**src/rtl/adc_xy_fb_addr_if.sv**
```systemverilog
// Sample-in / pixel-out stream bundle for the XY-scope framebuffer address stage.
// The master side produces samples and consumes pixel writes; the slave is the address stage.
interface adc_xy_fb_addr_if #(
  parameter int ADC_DATA_BITS  = 10,
  parameter int AXI_ADDR_WIDTH = 20,
  parameter int PIXEL_BITS     = 12
);
  logic                      s_valid;
  logic                      s_ready;
  logic [ADC_DATA_BITS-1:0]  s_x;
  logic [ADC_DATA_BITS-1:0]  s_y;
  logic                      m_valid;
  logic                      m_ready;
  logic [AXI_ADDR_WIDTH-1:0] m_addr;
  logic [PIXEL_BITS-1:0]     m_data;

  modport master (
    output s_valid, s_x, s_y, m_ready,
    input  s_ready, m_valid, m_addr, m_data
  );

  modport slave (
    input  s_valid, s_x, s_y, m_ready,
    output s_ready, m_valid, m_addr, m_data
  );
endinterface

```
**src/rtl/adc_xy_fb_addr.sv**
```systemverilog
// Turns ADC X/Y sample pairs into framebuffer pixel writes: clips off-screen points,
// drops repeats of the last plotted point, and forms y*H_VISIBLE+x over a 2-stage pipe.
module adc_xy_fb_addr #(
  parameter int                   ADC_DATA_BITS  = 10,
  parameter int                   H_VISIBLE      = 640,
  parameter int                   V_VISIBLE      = 480,
  parameter int                   AXI_ADDR_WIDTH = 20,
  parameter int                   PIXEL_BITS     = 12,
  parameter logic [PIXEL_BITS-1:0] PIXEL_COLOR   = 12'hFFF,
  parameter bit                   DEDUP          = 1'b1,
  parameter int                   CNT_BITS       = 16
) (
  input  logic                clk,
  input  logic                reset,
  adc_xy_fb_addr_if.slave     bus,
  output logic [CNT_BITS-1:0] clip_cnt,
  output logic [CNT_BITS-1:0] dup_cnt
);

  function automatic logic [CNT_BITS-1:0] sat_inc(input logic [CNT_BITS-1:0] v);
    return (&v) ? v : v + CNT_BITS'(1);
  endfunction

  logic                      vld_p1, vld_p2, last_vld;
  logic [ADC_DATA_BITS-1:0]  x_p1, y_p1, last_x, last_y;
  logic [AXI_ADDR_WIDTH-1:0] addr_p2;
  logic [31:0]               addr_full_p1;
  logic                      adv_p2, s_ready_p0, accept_p0;
  logic                      clip_p0, dup_p0, keep_p0;

  // ---- stage 0: accept, clip, duplicate classification ----
  assign adv_p2     = !vld_p2 || bus.m_ready;
  assign s_ready_p0 = !vld_p1 || adv_p2;
  assign accept_p0  = bus.s_valid && s_ready_p0;

  // Clip wins over dedup so an off-screen point can never count as a repeat.
  assign clip_p0 = (32'(bus.s_x) >= 32'(H_VISIBLE)) || (32'(bus.s_y) >= 32'(V_VISIBLE));
  assign dup_p0  = !clip_p0 && DEDUP && last_vld &&
                   (bus.s_x == last_x) && (bus.s_y == last_y);
  assign keep_p0 = !clip_p0 && !dup_p0;

  always_ff @(posedge clk or posedge reset) begin
    if (reset) begin
      vld_p1   <= 1'b0;
      vld_p2   <= 1'b0;
      last_vld <= 1'b0;
      addr_p2  <= '0;
      clip_cnt <= '0;
      dup_cnt  <= '0;
    end else begin
      if (s_ready_p0) vld_p1 <= accept_p0 && keep_p0;
      if (adv_p2) begin
        vld_p2 <= vld_p1;
        if (vld_p1) addr_p2 <= addr_full_p1[AXI_ADDR_WIDTH-1:0];
      end
      if (accept_p0 && keep_p0) last_vld <= 1'b1;
      if (accept_p0 && clip_p0) clip_cnt <= sat_inc(clip_cnt);
      if (accept_p0 && dup_p0)  dup_cnt  <= sat_inc(dup_cnt);
    end
  end

  always_ff @(posedge clk) begin
    if (accept_p0 && keep_p0) begin
      x_p1   <= bus.s_x;
      y_p1   <= bus.s_y;
      last_x <= bus.s_x;
      last_y <= bus.s_y;
    end
  end

  // ---- stage 1 -> stage 2: linear address ----
  assign addr_full_p1 = 32'(y_p1) * 32'(H_VISIBLE) + 32'(x_p1);

  assign bus.s_ready = s_ready_p0;
  assign bus.m_valid = vld_p2;
  assign bus.m_addr  = addr_p2;
  assign bus.m_data  = PIXEL_COLOR;

endmodule

```
**src/flat_wrapper.sv**
```systemverilog
// flat-port wrapper written by rule: the top's interface ports become plain ports
module adc_xy_fb_addr_flat 
#(
  parameter int                   ADC_DATA_BITS  = 10,
  parameter int                   H_VISIBLE      = 640,
  parameter int                   V_VISIBLE      = 480,
  parameter int                   AXI_ADDR_WIDTH = 20,
  parameter int                   PIXEL_BITS     = 12,
  parameter logic [PIXEL_BITS-1:0] PIXEL_COLOR   = 12'hFFF,
  parameter bit                   DEDUP          = 1'b1,
  parameter int                   CNT_BITS       = 16
)
  (clk, reset, clip_cnt, dup_cnt, bus_s_valid, bus_s_x, bus_s_y, bus_m_ready, bus_s_ready, bus_m_valid, bus_m_addr, bus_m_data);
  adc_xy_fb_addr_if #(.ADC_DATA_BITS(ADC_DATA_BITS), .AXI_ADDR_WIDTH(AXI_ADDR_WIDTH), .PIXEL_BITS(PIXEL_BITS)) bus_i ();
  input  logic clk;
  input  logic reset;
  output logic [CNT_BITS-1:0] clip_cnt;
  output logic [CNT_BITS-1:0] dup_cnt;
  input wire logic [$bits(bus_i.s_valid)-1:0] bus_s_valid;
  input wire logic [$bits(bus_i.s_x)-1:0] bus_s_x;
  input wire logic [$bits(bus_i.s_y)-1:0] bus_s_y;
  input wire logic [$bits(bus_i.m_ready)-1:0] bus_m_ready;
  output wire logic [$bits(bus_i.s_ready)-1:0] bus_s_ready;
  output wire logic [$bits(bus_i.m_valid)-1:0] bus_m_valid;
  output wire logic [$bits(bus_i.m_addr)-1:0] bus_m_addr;
  output wire logic [$bits(bus_i.m_data)-1:0] bus_m_data;
  assign bus_i.s_valid = bus_s_valid;
  assign bus_i.s_x = bus_s_x;
  assign bus_i.s_y = bus_s_y;
  assign bus_i.m_ready = bus_m_ready;
  assign bus_s_ready = bus_i.s_ready;
  assign bus_m_valid = bus_i.m_valid;
  assign bus_m_addr = bus_i.m_addr;
  assign bus_m_data = bus_i.m_data;
  adc_xy_fb_addr #(.ADC_DATA_BITS(ADC_DATA_BITS), .H_VISIBLE(H_VISIBLE), .V_VISIBLE(V_VISIBLE), .AXI_ADDR_WIDTH(AXI_ADDR_WIDTH), .PIXEL_BITS(PIXEL_BITS), .PIXEL_COLOR(PIXEL_COLOR), .DEDUP(DEDUP), .CNT_BITS(CNT_BITS)) u_core (.clk(clk), .reset(reset), .bus(bus_i), .clip_cnt(clip_cnt), .dup_cnt(dup_cnt));
endmodule
```
**config.mk**
```make
export PLATFORM = sky130hd
export DESIGN_NAME = adc_xy_fb_addr_flat
export DESIGN_NICKNAME = d
export VERILOG_FILES = /design/src/rtl/adc_xy_fb_addr_if.sv /design/src/rtl/adc_xy_fb_addr.sv /design/src/flat_wrapper.sv
export SDC_FILE = /design/constraint.sdc
export NUM_CORES = 1
export LEC_CHECK = 0
export BUFFER_PORTS_ARGS = -buffer_cell sky130_fd_sc_hd__buf_4
export CAP_MARGIN = 25
export CELL_PAD_IN_SITES_DETAIL_PLACEMENT = 0
export CELL_PAD_IN_SITES_GLOBAL_PLACEMENT = 2
export CORE_ASPECT_RATIO = 0.75
export CORE_MARGIN = 2
export CORE_UTILIZATION = 34
export CTS_CLUSTER_DIAMETER = 100
export DETAILED_ROUTE_END_ITERATION = 10
export PLACE_DENSITY = 0.78
export SKIP_LAST_GASP = 1
export SYNTH_ARGS = -nofsm -noshare
export SYNTH_HDL_FRONTEND = slang
export SYNTH_SLANG_ARGS = --single-unit
```
**constraint.sdc**
```tcl
create_clock -name clk -period 3.35 [get_ports clk]
set_input_delay 0.335 -clock clk [delete_from_list [all_inputs] [get_ports clk]]
set_output_delay 0.335 -clock clk [all_outputs]
set_load 0.01 [all_outputs]
```
==> summary.md <==
| Metric | Value |
|---|---|
| Setup Crit Path Kind | `reg2reg` |
| Num CTS Buffers | `9` |
| Fraction of synthesized area in multiplexers | `0.005542` |
| Crit path time final | `about 3.0 ns` |
| RSZ-0062 raised after global routing | `no` |
| Top Ports | `90` |
| Switching Fraction | `0.2752` |
| Worst hold path class | `in2async` |
| Initial Util | `0.3499` |
| Worst-margin pin slew | `slightly below 0.9 ns` |
| Start of the worst register-to-register path | `u_core.y_p1[1]$_DFFE_PP_` |
| Post-synthesis sequential area ratio | `0.4865` |
| Placed Cells | `617` |
| Synth Register Bits | `75` |
| First DRT Iteration DRCs | `roughly 150` |
| 1st-pass router iterations | `4` |
| Clk root buf | `clkbuf_16` |
| Worst path required time | `roughly 3.6 ns` |
| Area delta synth->final | `26.39%` |
| Post-synthesis xor/xnor area fraction | `0.1419` |
| Placed cell area | `4801 um^2` |
| Final Skew | `0.004234 ns` |
| Clock power share | `0.385` |
| Synth Area per Inst | `between 10 and 15 um^2` |
| Post-CTS Setup Bufs | `0` |
| Share of cells above drive strength 1 | `0.2208` |
| DR DRC count | `0` |
| Clock sink count | `between 70 and 80` |
| Post-CTS Resized | `0` |
| Compound-Gate Fraction of Synth Area | `0.06897` |
| Hold Buf Count CTS | `0` |
| Post-synthesis cell count | `around 380` |
| Bufs on Longest Clock Path | `2` |
| Antenna Violating Nets Remaining | `0` |
| CTS tree | `yes` |
| Final Cell Area | `5136 um^2` |
| LEAKAGE | `2.356 nW` |
| Post-Syn Area | `~4100 um^2` |
| Main combinational cell family by area after synthesis | `simple AND/OR/NAND/NOR gates` |
| PwrDens | `roughly 540 nW/um^2` |
| Ys async rst share | `0.7333` |
| F_max | `between 300 and 400 MHz` |
| Setup TNS Final | `0 ns` |
| Internal | `slightly above 2 mW` |
| Worst Setup End Kind | `flip-flop` |
| Core Area | `around 12000 um^2` |
| Placer Congestion | `0.7790` |
| Vias in the first global route | `2776` |
| Vias per inst | `4.626` |
| Port Buffers | `slightly below 80` |
| Max Cap Violations | `0` |
| Die area | `~13000 um^2` |
| Worst-Skew Late Latency | `0.33 ns` |
| Non-Filler Instances | `~630` |
| # diodes | `0` |
| All-layer global routing usage | `0.1500` |
| Launch point of the critical path | `u_core.y_p1[1]$_DFFE_PP_` |
| Initial antenna violation count | `0` |
| Avg WL per Cell | `between 10 and 15 um` |
| DP HPWL | `roughly 7200 um` |
| Max VDD drop | `~0.00024 V` |
| Num rows | `34` |
| Warnings, synthesis | `0` |
| EDFF count, synth | `20` |
| Vias | `2928` |
| CP Launch Type | `flip-flop` |
| Height of the chip | `~100 um` |
| Sw power | `around 0.77 mW` |
| Combinational fraction of design power | `0.201` |
| Slew Viols, Final | `0` |
| CP max FO | `4` |
| Final critical-path share of the clock period | `0.9073` |
| Hold Fails Final Rpt | `0` |
| Clock slew at reported path FFs | `roughly 0.060 ns` |
| Die width | `130.2 um` |
| First-pass GRT wire length | `about 15000 um` |
| Post-synth top flop | `dfrtp_1` |
| Slew HR | `0.4166` |
| Arr. time, crit path | `3.29 ns` |
| Post-Synth Adder-Cell Area | `0.07451` |
| Post-Synth Simple-Gate Area | `0.1866` |
| Largest net degree at the start of global routing | `39` |
| Congestion Overflow GR | `0` |
| Run status | `completed` |
| Seq pwr share | `0.413` |
| Post-Route WL | `a little over 9000 um` |
| Final nets | `a little over 500` |
| Final setup fails | `0` |
| Distinct cell type count after synthesis | `48` |
| # H-tree levels | `3` |
-- cells in the final DEF (no fill, tap or decap), types with 2 or more instances in the layout --
cell type,count
buf_4,79
nand2_1,58
dfrtp_1,55
xnor2_1,37
xor2_1,27
ha_1,21
edfxtp_1,20
nor2_1,18
nand4_1,17
nor3_1,16
nand3_1,12
conb_1,12
clkbuf_16,10
inv_1,9
a21oi_1,7
o21ai_1,7
o21ai_0,6
and4_1,4
and2_1,4
nor4_1,3
a21o_1,3
a31oi_1,3
nand3b_1,2
o2111ai_1,2
or2_1,2
a211oi_1,2
nand2b_1,2
or4_1,2
o31ai_1,2
nor3b_1,2
fa_1,2
bufinv_16,2
-- kinds of logic after synthesis --
family,Yosys count
AOI/OAI and AO/OA,40
xor gates and xnor gates,65
adders and majority gates,23
buffers and inverters,26
DFF,75
muxes,2
other,1
and+or+nand+nor,149
-- critical path, stage by stage, from the launching register on --
cell and delay, ns:
edfxtp_1 0.45, ha_1 0.33, ha_1 0.22, fa_1 0.41, a211oi_1 0.31, nor3b_1 0.11
nor2_1 0.27, nand4_4 0.15, or4_1 0.54, a31oi_1 0.17
-- through the flow --
step	util	setup WS [ns]	total power, mW	hold slack, ns
after floorplan	-	0.4817	1.478	0.4339
after global placement	0.4134	0.3669	1.734	0.4596
after detailed placement	0.4134	0.3073	1.742	0.4676
after CTS	0.4423	0.2947	2.829	0.1882
after global routing	0.4423	0.05622	2.937	0.1884
final	0.4423	0.3107	2.792	0.1709
-- layer usage --
metal,vias up,global-route usage,wire length [um],share of wire
li1,1488,-,-,-
met1,1361,0.2453,5127,0.55
met2,68,0.1949,3625,0.39
met3,11,0.02986,393,0.042
met4,0,0.04467,104,0.011
met5,-,0,0,0
-- synth_stat cells, types with 3 or more instances --
cell | instances | area (um^2)
a21o_1 | 3 | 22.52
a21oi_1 | 7 | 35.03
dfrtp_1 | 55 | 1376
o21ai_1 | 7 | 35.03
nand4_1 | 17 | 106.4
nor4_1 | 3 | 18.77
edfxtp_1 | 20 | 600.6
a31oi_1 | 3 | 18.77
buf_4 | 12 | 90.09
clkbuf_1 | 4 | 15.01
nor3_1 | 17 | 85.08
nor2_1 | 18 | 67.56
and4_1 | 4 | 35.03
xor2_1 | 27 | 236.5
nand2_1 | 58 | 217.7
xnor2_1 | 37 | 324.1
inv_1 | 10 | 37.54
and2_1 | 4 | 25.02
o21ai_0 | 6 | 30.03
nand3_1 | 12 | 60.06
ha_1 | 21 | 262.8
-- path summary, 6_finish.rpt --
kind	end	slack [ns]	depth (start not counted)
max reg2reg	u_core.bus.m_addr[18]$_DFFE_PP0P_	0.31	9
min	u_core.dup_cnt[5]$_DFFE_PP0P_	0.17	2
max in group asynchronous	u_core.vld_p1$_DFFE_PP0N_	2.41	3
min reg2reg	u_core.bus.m_addr[4]$_DFFE_PP0P_	0.48	2
min in group clk	u_core.x_p1[0]$_DFFE_PP_	0.20	1
max	u_core.bus.m_addr[18]$_DFFE_PP0P_	0.31	9
-- power by group through the flow --
stage / clock (mW) / sequential [mW] / combinational [mW]
6_report: 1.08 / 1.15 / 0.562
5_1_grt: 1.14 / 1.17 / 0.624
4_1_cts: 1.10 / 1.16 / 0.571
3_5_place_dp: 0 / 1.17 / 0.569
3_3_place_gp: 0 / 1.17 / 0.566
2_1_floorplan: 0 / 1.20 / 0.279
-- registers in the layout (all words and copies together), names as in the netlist --
register and count:
u_core.vld_p1 1, u_core.y_p1 10, u_core.bus.m_valid 1, u_core.bus.m_addr 20, u_core.clip_cnt 16, u_core.last_vld 1
u_core.dup_cnt 16, u_core.x_p1 10
-- area by class of cell --
class	count	area (um^2)
fillers	1171	6477
multi-input cells	291	1991
flip-flops and latches	75	1977
repair buffers	79	593.1
clock buffers	10	250.2
well taps	162	202.7
clock inverters	6	85.08
inverters	10	37.54
(Power assumes the default switching activity.)
